[config.mk]
export PLATFORM = sky130hd
export DESIGN_NAME = bayer_demosaic_param
export DESIGN_NICKNAME = d
export VERILOG_FILES = /design/src/rtl/demosaic_pkg.sv /design/src/rtl/demosaic_nbr_addr.sv /design/src/rtl/bayer_demosaic_param.sv
export SDC_FILE = /design/constraint.sdc
export NUM_CORES = 1
export LEC_CHECK = 0
export CAP_MARGIN = 20
export CORE_MARGIN = 3
export CORE_UTILIZATION = 54
export CTS_CLUSTER_DIAMETER = 120
export DETAILED_ROUTE_END_ITERATION = 8
export PLACE_DENSITY = 0.81
export SLEW_MARGIN = 10
export SYNTH_ARGS = -nofsm -noshare
export SYNTH_HDL_FRONTEND = slang
export SYNTH_HIERARCHICAL = 1
export SYNTH_SLANG_ARGS = --single-unit
[constraint.sdc]
create_clock -name clk -period 6.2 [get_ports clk]
set_clock_uncertainty 0.1 [all_clocks]
set_input_delay 0.93 -clock clk [delete_from_list [all_inputs] [get_ports clk]]
set_output_delay 0.93 -clock clk [all_outputs]
set_load 0.02 [all_outputs]
[src/rtl/demosaic_pkg.sv]
// Shared types for the bilinear Bayer demosaic: CFA phases, colours, neighbour kinds, FSM states.
package demosaic_pkg;

  localparam logic [1:0] PAT_GRBG = 2'd0;
  localparam logic [1:0] PAT_RGGB = 2'd1;
  localparam logic [1:0] PAT_BGGR = 2'd2;
  localparam logic [1:0] PAT_GBRG = 2'd3;

  localparam int NUM_PLANES = 3;

  typedef enum logic [1:0] {C_R = 2'd0, C_G = 2'd1, C_B = 2'd2} colour_e;
  typedef enum logic [1:0] {K_HORIZ, K_VERT, K_CROSS, K_DIAG} nbr_kind_e;
  typedef enum logic [2:0] {S_IDLE, S_LOAD, S_RD, S_CAP, S_WR, S_DONE} state_e;

  function automatic colour_e site_colour(input logic row_lsb, input logic col_lsb,
                                          input logic [1:0] pattern);
    colour_e c;
    logic    g_even;
    // GRBG/GBRG carry G where row and col parity agree; RGGB/BGGR where they differ
    g_even = (pattern == PAT_GRBG) || (pattern == PAT_GBRG);
    if ((row_lsb ^ col_lsb) != g_even)
      c = C_G;
    else if (row_lsb == ((pattern == PAT_GBRG) || (pattern == PAT_BGGR)))
      c = C_R;
    else
      c = C_B;
    return c;
  endfunction

endpackage

[src/rtl/demosaic_nbr_addr.sv]
// Mirrored-border neighbour address for one colour plane of the demosaic.
module demosaic_nbr_addr
  import demosaic_pkg::*;
#(
  parameter int COL_BITS = 7,
  parameter int ROW_BITS = 7
) (
  input  logic [ROW_BITS+COL_BITS-1:0] pix,
  input  logic [1:0]                   nbr_idx,
  input  nbr_kind_e                    kind,
  output logic [ROW_BITS+COL_BITS-1:0] addr
);

  logic [ROW_BITS-1:0] row, rm, rp, r_sel;
  logic [COL_BITS-1:0] col, cm, cp, c_sel;

  assign row = pix[ROW_BITS+COL_BITS-1:COL_BITS];
  assign col = pix[COL_BITS-1:0];

  // -1 reflects to 1 and W reflects to W-2, so the neighbour keeps its CFA colour
  assign rm = (row == '0) ? ROW_BITS'(1) : row - ROW_BITS'(1);
  assign rp = (row == '1) ? row - ROW_BITS'(1) : row + ROW_BITS'(1);
  assign cm = (col == '0) ? COL_BITS'(1) : col - COL_BITS'(1);
  assign cp = (col == '1) ? col - COL_BITS'(1) : col + COL_BITS'(1);

  always_comb begin
    r_sel = row;
    c_sel = col;
    case (kind)
      K_HORIZ: c_sel = nbr_idx[0] ? cp : cm;
      K_VERT:  r_sel = nbr_idx[0] ? rp : rm;
      K_CROSS: begin
        if (nbr_idx[1]) c_sel = nbr_idx[0] ? cp : cm;
        else            r_sel = nbr_idx[0] ? rp : rm;
      end
      K_DIAG: begin
        r_sel = nbr_idx[1] ? rp : rm;
        c_sel = nbr_idx[0] ? cp : cm;
      end
      default: ;
    endcase
  end

  assign addr = {r_sel, c_sel};

endmodule

[src/rtl/bayer_demosaic_param.sv]
// Parametrised bilinear Bayer demosaic: loads a raw frame into R/G/B planes, then
// interpolates the two missing colours per pixel from mirrored neighbours.
module bayer_demosaic_param
  import demosaic_pkg::*;
#(
  parameter int DATA_W   = 8,
  parameter int COL_BITS = 7,
  parameter int ROW_BITS = 7,
  parameter int PATTERN  = 0
) (
  input  logic                         clk,
  input  logic                         reset,
  input  logic                         in_en,
  input  logic [DATA_W-1:0]            data_in,
  output logic                         wr_r,
  output logic                         wr_g,
  output logic                         wr_b,
  output logic [ROW_BITS+COL_BITS-1:0] addr_r,
  output logic [ROW_BITS+COL_BITS-1:0] addr_g,
  output logic [ROW_BITS+COL_BITS-1:0] addr_b,
  output logic [DATA_W-1:0]            wdata_r,
  output logic [DATA_W-1:0]            wdata_g,
  output logic [DATA_W-1:0]            wdata_b,
  input  logic [DATA_W-1:0]            rdata_r,
  input  logic [DATA_W-1:0]            rdata_g,
  input  logic [DATA_W-1:0]            rdata_b,
  output logic                         done
);

  localparam int              AW     = ROW_BITS + COL_BITS;
  localparam int              SW     = DATA_W + 2;
  localparam int              STAGES = 1;
  localparam logic [1:0]      PAT    = 2'(PATTERN);
  localparam logic [AW-1:0]   LAST   = '1;

  state_e                            state;
  logic [AW-1:0]                     idx;
  logic [1:0]                        cnt, last_cnt;
  logic [STAGES:0]                   vld_pipe;
  logic                              done_q;
  logic [NUM_PLANES-1:0]             wr_q, missing;
  logic [NUM_PLANES-1:0][AW-1:0]     addr_q, nbr_addr;
  logic [NUM_PLANES-1:0][DATA_W-1:0] wdata_q, rdata, avg;
  logic [NUM_PLANES-1:0][SW-1:0]     sum, total;
  colour_e                           site, horiz_c;
  logic                              g_site;

  assign site     = site_colour(idx[COL_BITS], idx[0], PAT);
  assign horiz_c  = site_colour(idx[COL_BITS], ~idx[0], PAT);
  assign g_site   = (site == C_G);
  assign last_cnt = g_site ? 2'd1 : 2'd3;
  assign rdata    = {rdata_b, rdata_g, rdata_r};

  for (genvar p = 0; p < NUM_PLANES; p++) begin : g_plane
    localparam colour_e PC = colour_e'(p);
    nbr_kind_e kind;

    assign missing[p] = (site != PC);
    // at a G site the row-mate colour comes from the horizontal pair, the other from vertical
    assign kind = g_site ? ((horiz_c == PC) ? K_HORIZ : K_VERT)
                         : ((PC == C_G) ? K_CROSS : K_DIAG);

    demosaic_nbr_addr #(.COL_BITS(COL_BITS), .ROW_BITS(ROW_BITS)) u_nbr (
      .pix     (idx),
      .nbr_idx (cnt),
      .kind    (kind),
      .addr    (nbr_addr[p])
    );

    // the last read lands in WR, so fold it in combinationally there
    assign total[p] = sum[p] + (vld_pipe[STAGES] ? SW'(rdata[p]) : '0);
    assign avg[p]   = g_site ? DATA_W'((total[p] + SW'(1)) >> 1)
                             : DATA_W'((total[p] + SW'(2)) >> 2);
  end

  always_ff @(posedge clk or posedge reset) begin
    if (reset) begin
      vld_pipe <= '0;
      sum      <= '0;
    end else begin
      vld_pipe <= {vld_pipe[STAGES-1:0], state == S_RD};
      if (state == S_WR)          sum <= '0;
      else if (vld_pipe[STAGES])  sum <= total;
    end
  end

  always_ff @(posedge clk or posedge reset) begin
    if (reset) begin
      state   <= S_IDLE;
      idx     <= '0;
      cnt     <= '0;
      done_q  <= 1'b0;
      wr_q    <= '0;
      addr_q  <= '0;
      wdata_q <= '0;
    end else begin
      wr_q <= '0;
      case (state)
        S_IDLE, S_LOAD: begin
          if (in_en) begin
            for (int p = 0; p < NUM_PLANES; p++) begin
              if (!missing[p]) begin
                wr_q[p]    <= 1'b1;
                addr_q[p]  <= idx;
                wdata_q[p] <= data_in;
              end
            end
            idx   <= idx + AW'(1);
            state <= (state == S_LOAD && idx == LAST) ? S_RD : S_LOAD;
          end
        end
        S_RD: begin
          for (int p = 0; p < NUM_PLANES; p++)
            if (missing[p]) addr_q[p] <= nbr_addr[p];
          if (cnt == last_cnt) begin
            cnt   <= '0;
            state <= S_CAP;
          end else begin
            cnt <= cnt + 2'd1;
          end
        end
        S_CAP: state <= S_WR;
        S_WR: begin
          for (int p = 0; p < NUM_PLANES; p++) begin
            if (missing[p]) begin
              wr_q[p]    <= 1'b1;
              addr_q[p]  <= idx;
              wdata_q[p] <= avg[p];
            end
          end
          idx   <= idx + AW'(1);
          state <= (idx == LAST) ? S_DONE : S_RD;
        end
        S_DONE: begin
          if (in_en) begin
            done_q <= 1'b0;
            idx    <= '0;
            state  <= S_LOAD;
          end else begin
            done_q <= 1'b1;
          end
        end
        default: state <= S_IDLE;
      endcase
    end
  end

  assign {wr_b, wr_g, wr_r} = wr_q;
  assign addr_r  = addr_q[0];
  assign addr_g  = addr_q[1];
  assign addr_b  = addr_q[2];
  assign wdata_r = wdata_q[0];
  assign wdata_g = wdata_q[1];
  assign wdata_b = wdata_q[2];
  assign done    = done_q;

endmodule

After elaboration in Yosys (flattened, before gate mapping)
Index checks and enable logic that the tools add are counted.
Widths: inputs -> output; s select.
Storage, ports and cells
  memories kept: 0
  input port bits: 35
  output and inout port bits: 70
  bits in writable memories: 0
  flip-flop bits (word level): 121
  ROM bits: 0
  latch bits: 0
  logic and storage cells: 164
Cells by class
  magnitude comparators: 0
  shift operators: 0
  equality and inequality tests: 35
  $mul: 0
  bitwise gates (word level): 3
  reductions and logical operators: 25
  multiplexer cells: 71
  divide/modulo/power cells: 0
  add/subtract/negate cells: 15
Operator list (number)
  $mux 14: 11
  $pmux 42 s3: 1
  $mux 8: 12
  $mux 7: 9
  $pmux 7 s3: 3
  $mux 30: 2
  $pmux 24 s2: 1
  $mux 42: 1
  $pmux 14 s3: 1
  $pmux 7 s2: 3
  $add 10x2->10 const B: 3
  $add 10x8->10: 3
  $add 9x1->9 const B: 3
  $mux 24: 1
  $ne 2x2->1 const B: 12
  $mux 2: 9
  $mux 3: 5
  $pmux 3 s5: 1
  $reduce_and 5->1: 3
  $add 14x1->14 const B: 1
  $add 7x1->7 const B: 2
  $eq 14x14->1 const B: 1
  $eq 2x2->1 const B: 7
  $eq 7x7->1 const B: 2
  other kinds (21): 52

Depth between registers and ports, before layout
  depth in word-level cells: 11
  mapped depth: 16

Hierarchy
The synthesis kept the hierarchy.
By module, submodules not included
  bayer_demosaic_param: instances 1, cells each 872, area an instance 7504.7 sq um, seq. area each 3027.9 sq um
  demosaic_nbr_addr (g_plane[0].u_nbr ...): instances 2, cells each 177, area an instance 1118.6 sq um, seq. area each 0.0 sq um
  demosaic_nbr_addr (g_plane[2].u_nbr): instances 1, cells each 200, area an instance 1213.7 sq um, seq. area each 0.0 sq um

Worst setup path before layout
No wires, ideal clock.
  kind: register -> register
  start: register idx[7]
  end: register wdata_q (netlist bit wdata_r[7])
  path slack: 1.789 ns
  buffers on the path: 4
  data arrival time: 4.169 ns
  cell stages (with the launch flop): 16
  required time: 5.958 ns
  library setup time: 0.142 ns
  cells stage by stage: dfrtp_1 -> inv_1 -> ha_1 -> buf_2 -> clkbuf_1 -> buf_1 -> buf_1 -> nor2_1 -> a21oi_1 -> ha_1 -> o21ai_0 -> or4_1 -> nand4b_1 -> nor4b_1 -> xor2_1 -> a31oi_1
Between the ends
  word-level cells in the longest chain between the ends: 6
  elaborated cells on any way between the ends: 11
  those cells by class: eq/ne: 3; mux: 5; bitwise: 1; reduce/logical: 2
Ends and longest elaborated chain
  start: declaration: line bayer_demosaic_param.sv:37  | logic [AW-1:0] idx;
  start signal: assignment: line bayer_demosaic_param.sv:108  | idx <= idx + AW'(1);
  start signal: assignment: line bayer_demosaic_param.sv:131  | idx <= idx + AW'(1);
  $xor 1x1->1 or $mux 2 (tied branches): line demosaic_pkg.sv:21, demosaic_pkg.sv:23
  $mux 2 *: line demosaic_pkg.sv:21  | if ((row_lsb ^ col_lsb) != g_even)
  $eq 2x1->1: line bayer_demosaic_param.sv:50  | assign g_site = (site == C_G);
  $mux 8: line bayer_demosaic_param.sv:72  | assign avg[p] = g_site ? DATA_W'((total[p] + SW'(1)) >> 1)
  $mux 8: line bayer_demosaic_param.sv:125  | if (missing[p]) begin
  $pmux 24 s2: line bayer_demosaic_param.sv:98  | case (state)
  end signal: indexed assignment: line bayer_demosaic_param.sv:105  | wdata_q[p] <= data_in;
  end signal: indexed assignment: line bayer_demosaic_param.sv:128  | wdata_q[p] <= avg[p];
  end: declaration: line bayer_demosaic_param.sv:43  | logic [NUM_PLANES-1:0][DATA_W-1:0] wdata_q, rdata, avg;
Mark *: on every way between the ends. The rest lies on a longest branch, timed or not. The select of a mux whose other input is x is not followed.
A chain may end at the register's enable or synchronous reset.

Final worst setup path
  start: input port rdata_b[0]
  end: register wdata_q (netlist bit wdata_b[7])
Between the ends
  word-level cells in the longest chain between the ends: 6
  elaborated cells on any way between the ends: 7
  those cells by class: add/sub: 3; mux: 4
Ends and longest elaborated chain
  start: declaration: line bayer_demosaic_param.sv:26  | input logic [DATA_W-1:0] rdata_b,
  $mux 8 *: line bayer_demosaic_param.sv:71  | assign total[p] = sum[p] + (vld_pipe[STAGES] ? SW'(rdata[p]) : '0);
  $add 10x8->10 *: line bayer_demosaic_param.sv:71
  $add 10x2->10 or $add 9x1->9 (tied branches): line bayer_demosaic_param.sv:73, bayer_demosaic_param.sv:72
  $mux 8 *: line bayer_demosaic_param.sv:72
  $mux 8 *: line bayer_demosaic_param.sv:125
  $pmux 24 s2 *: line bayer_demosaic_param.sv:98
Marked as above.

==> impl_metrics.tcl <==
set metrics [dict create \
    antenna_found_initial 1 \
    synthAdderAreaFrac_pct 7.51 \
    clock_sinks 121 \
    coreArea_um2 19700 \
    h-tree-depth 4 \
    synth_top_family_by_area "compound AO/OA/AOI/OAI gates" \
    grt_max_degree 84 \
    ys_warn_count 6 \
    yosysTopAreaCell "dfrtp_1" \
    path_cells "clkdlybuf4s50_1 -> and2_1 -> ha_1 -> fa_1 -> a21o_1 -> a221oi_2 -> xnor2_4 -> mux2i_2 -> or4_4 -> nor4_2 -> xnor2_1 -> a31oi_1" \
    clockBufferDepth 2 \
    critPathLaunchType "input pin" \
    synthFlopType "dfrtp_1" \
    ant_nets 0 \
    tightest_slew_ns 1.03 \
    hold_viol 0 \
    dr.pass1.iters 5 \
    max_stage_delay_ns 0.55 \
    synth-seq-area-share_pct 27.6 \
    start_util_pct 55.6 \
    power_density_nw_per_um2 238 \
    cpMaxStageDelayCell "or4_4" \
    cap_violations 0 \
    io_pins 105 \
    first_iter_violations 997 \
    gp_congestion 0.960 \
    p_total_mw 3.03 \
    crit_buf_inv 1 \
    cts_hold_buf 0 \
    ys_top_cells_by_area "dfrtp_1 (28%), a21oi_1 (8.0%), ha_1 (7.0%)" \
    grt.total_usage_pct 28.6 \
    rsz0062_at_grt "no" \
    io_buffers 104 \
    synth_edf_count 0 \
    areaGrowthSynthToFinish_pct 16.2 \
    synth-xor-area-share_pct 5.92 \
    postRouteWirelength_mm 31.9 \
    synthSimpleGateAreaFrac_pct 24.6 \
    vias 11200 \
    r2r_cells 11 \
    cts_tree "done" \
    root_buffer "clkbuf_16" \
    cts_setup_buffers 0 \
    avgSynthCellArea_um2 7.68 \
    min_path_type "register to register" \
    mostFrequentLayoutCells "a21oi_1 (174), nor2_1 (163), nand2_1 (134), dfrtp_1 (120), clkdlybuf4s50_1 (104)" \
    clkTransAtPathRegs_ns 0.06 \
    dp_hpwl_mm 22.3 \
    drive_gt1_share_pct 7.15 \
    synth.ff_latch_count 121 \
    numCtsBuffers 17 \
    finalNetCount 1582 \
    ir_drop_mv 0.215 \
    cp-end-kind "register" \
    holdWs_ns 0.247 \
    final_common_cell "a21oi_1" \
    fin_tns_setup_ns 0 \
    fmax_mhz 242 \
    die_w_um 148 \
    report.final.setup_viol 0 \
    die_h_um 148 \
    clock_latency_ns 0.43 \
    yosysTopAreaCellShare_pct 27.6 \
    seqCellArea_um2 3030 \
    setup_ws_ns 2.07 \
    muxShareOfSynthArea_pct 2.95 \
    final.min_clock_period_ns 4.13 \
    drc 0 \
    syn_nets 1525 \
    worstHoldPathCells 0 \
    n_antenna_cell 0 \
    min_period_over_period_pct 66.5 \
    die_area_um2 22000 \
    critical_path_class "input pin to register" \
    final_max_slew_viol_count 0 \
    n_fill_cell 1659 \
    max_slew_margin_pct 31.2 \
    row_count 51 \
    cp_num_cells 12 \
    syn_inst 1426 \
    multi_input_area_um2 7370 \
    cts_resized 0 \
    synth_compound_area_share_pct 26.1 \
    routedWlPerCell_um 18.1 \
    synth_area_um2 11000 \
    grt_first_pass_wirelength_mm 51.7 \
    status "finished clean" \
    fin_util_pct 64.6 \
    crit_required_ns 6.40 \
    dp_slack_ns 1.64 \
    cp_data_arrival_time_ns 4.32 \
    critPathTopFamily "simple AND/OR/NAND/NOR gates" \
    critPathMaxFanout 6 \
    routed_via_density 6.37 \
    synth_cell_types 93 \
    grt_overflow 0 \
    grt_pass1_vias 10300 \
    synthArstFlopShare_pct 100 \
    power.leakage_nw 5.38 \
]
## per-stage QoR
step	instances	cell area, um2
3_3_place_gp	1727	12100
2_1_floorplan	1426	11000
4_1_cts	1760	12700
6_report	1761	12700
5_1_grt	1761	12700
3_5_place_dp	1728	12100
## cells in the mapped netlist, drive strengths merged, types with 8 or more instances
| cell | count |
|---|---|
| and3 | 21 |
| mux2i | 24 |
| a21o | 18 |
| nand2b | 10 |
| o31ai | 10 |
| nor4 | 11 |
| a31oi | 30 |
| nand3 | 40 |
| or3 | 8 |
| nor2 | 167 |
| or2 | 8 |
| nor2b | 21 |
| dfrtp | 121 |
| clkbuf | 51 |
| and2 | 33 |
| nor3 | 22 |
| xor2 | 34 |
| o22ai | 13 |
| a211oi | 18 |
| or4 | 13 |
| nand4 | 16 |
| buf | 34 |
| o211ai | 11 |
| ha | 61 |
| xnor2 | 37 |
| inv | 54 |
| nand2 | 134 |
| a21oi | 175 |
| o21ai | 104 |
## power breakdown
part	switching, mW	total, mW	internal [mW]	leakage, nW
registers	0.119	0.995	0.876	1.56
clock network	0.398	1.00	0.605	0.276
logic	0.621	1.03	0.408	3.55
total	1.14	3.03	1.89	5.38
## flip-flops by register name, summed over array words and instances (netlist names)
signal,count
sum,30
addr_r,14
wdata_r,8
addr_g,14
cnt,2
vld_pipe,2
idx,14
done,1
addr_b,14
state,3
wdata_b,8
wdata_g,8
wr_q,3
## logic make-up after synthesis
family | Yosys count
adder cells (fa/ha/maj) | 64
multiplexers | 31
flip-flops | 121
buffers and inverters | 140
AO/OA/AOI/OAI | 464
XOR/XNOR | 71
AND/OR/NAND/NOR | 535
## path summary, 6_finish.rpt
kind / from / endpoint / slack [ns]
worst max-delay path: rdata_b[0] / wdata_b[7]$_DFFE_PP0P_ / 2.07
worst min-delay path: vld_pipe[0]$_DFF_PP0_ / vld_pipe[1]$_DFF_PP0_ / 0.25
worst max register to register: vld_pipe[1]$_DFF_PP0_ / wdata_b[7]$_DFFE_PP0P_ / 2.29
worst min register to register: vld_pipe[0]$_DFF_PP0_ / vld_pipe[1]$_DFF_PP0_ / 0.25
max in group asynchronous: reset / vld_pipe[1]$_DFF_PP0_ / 4.05
min in group asynchronous: reset / sum[21]$_DFFE_PP0P_ / 0.74
## metal layers
layer | wire (um) | vias to the layer above | share of wire (%) | track usage, %
li1 | - | 5298 | - | -
met4 | 921 | 2 | 2.9 | 10.7
met1 | 13500 | 5258 | 42 | 39.2
met5 | 19 | - | 0.060 | 0
met2 | 14700 | 569 | 46 | 45.6
met3 | 2700 | 84 | 8.5 | 5.06
## final cells by class
cell class | count | area share, %
clock inverter | 13 | 1.13
timing repair buffer | 123 | 9.45
sequential | 121 | 23.8
tap | 265 | 2.60
clock buffer | 19 | 3.48
multi-input combinational | 1165 | 57.9
inverter | 55 | 1.64
Note: power is estimated with default switching activity, not from simulation.
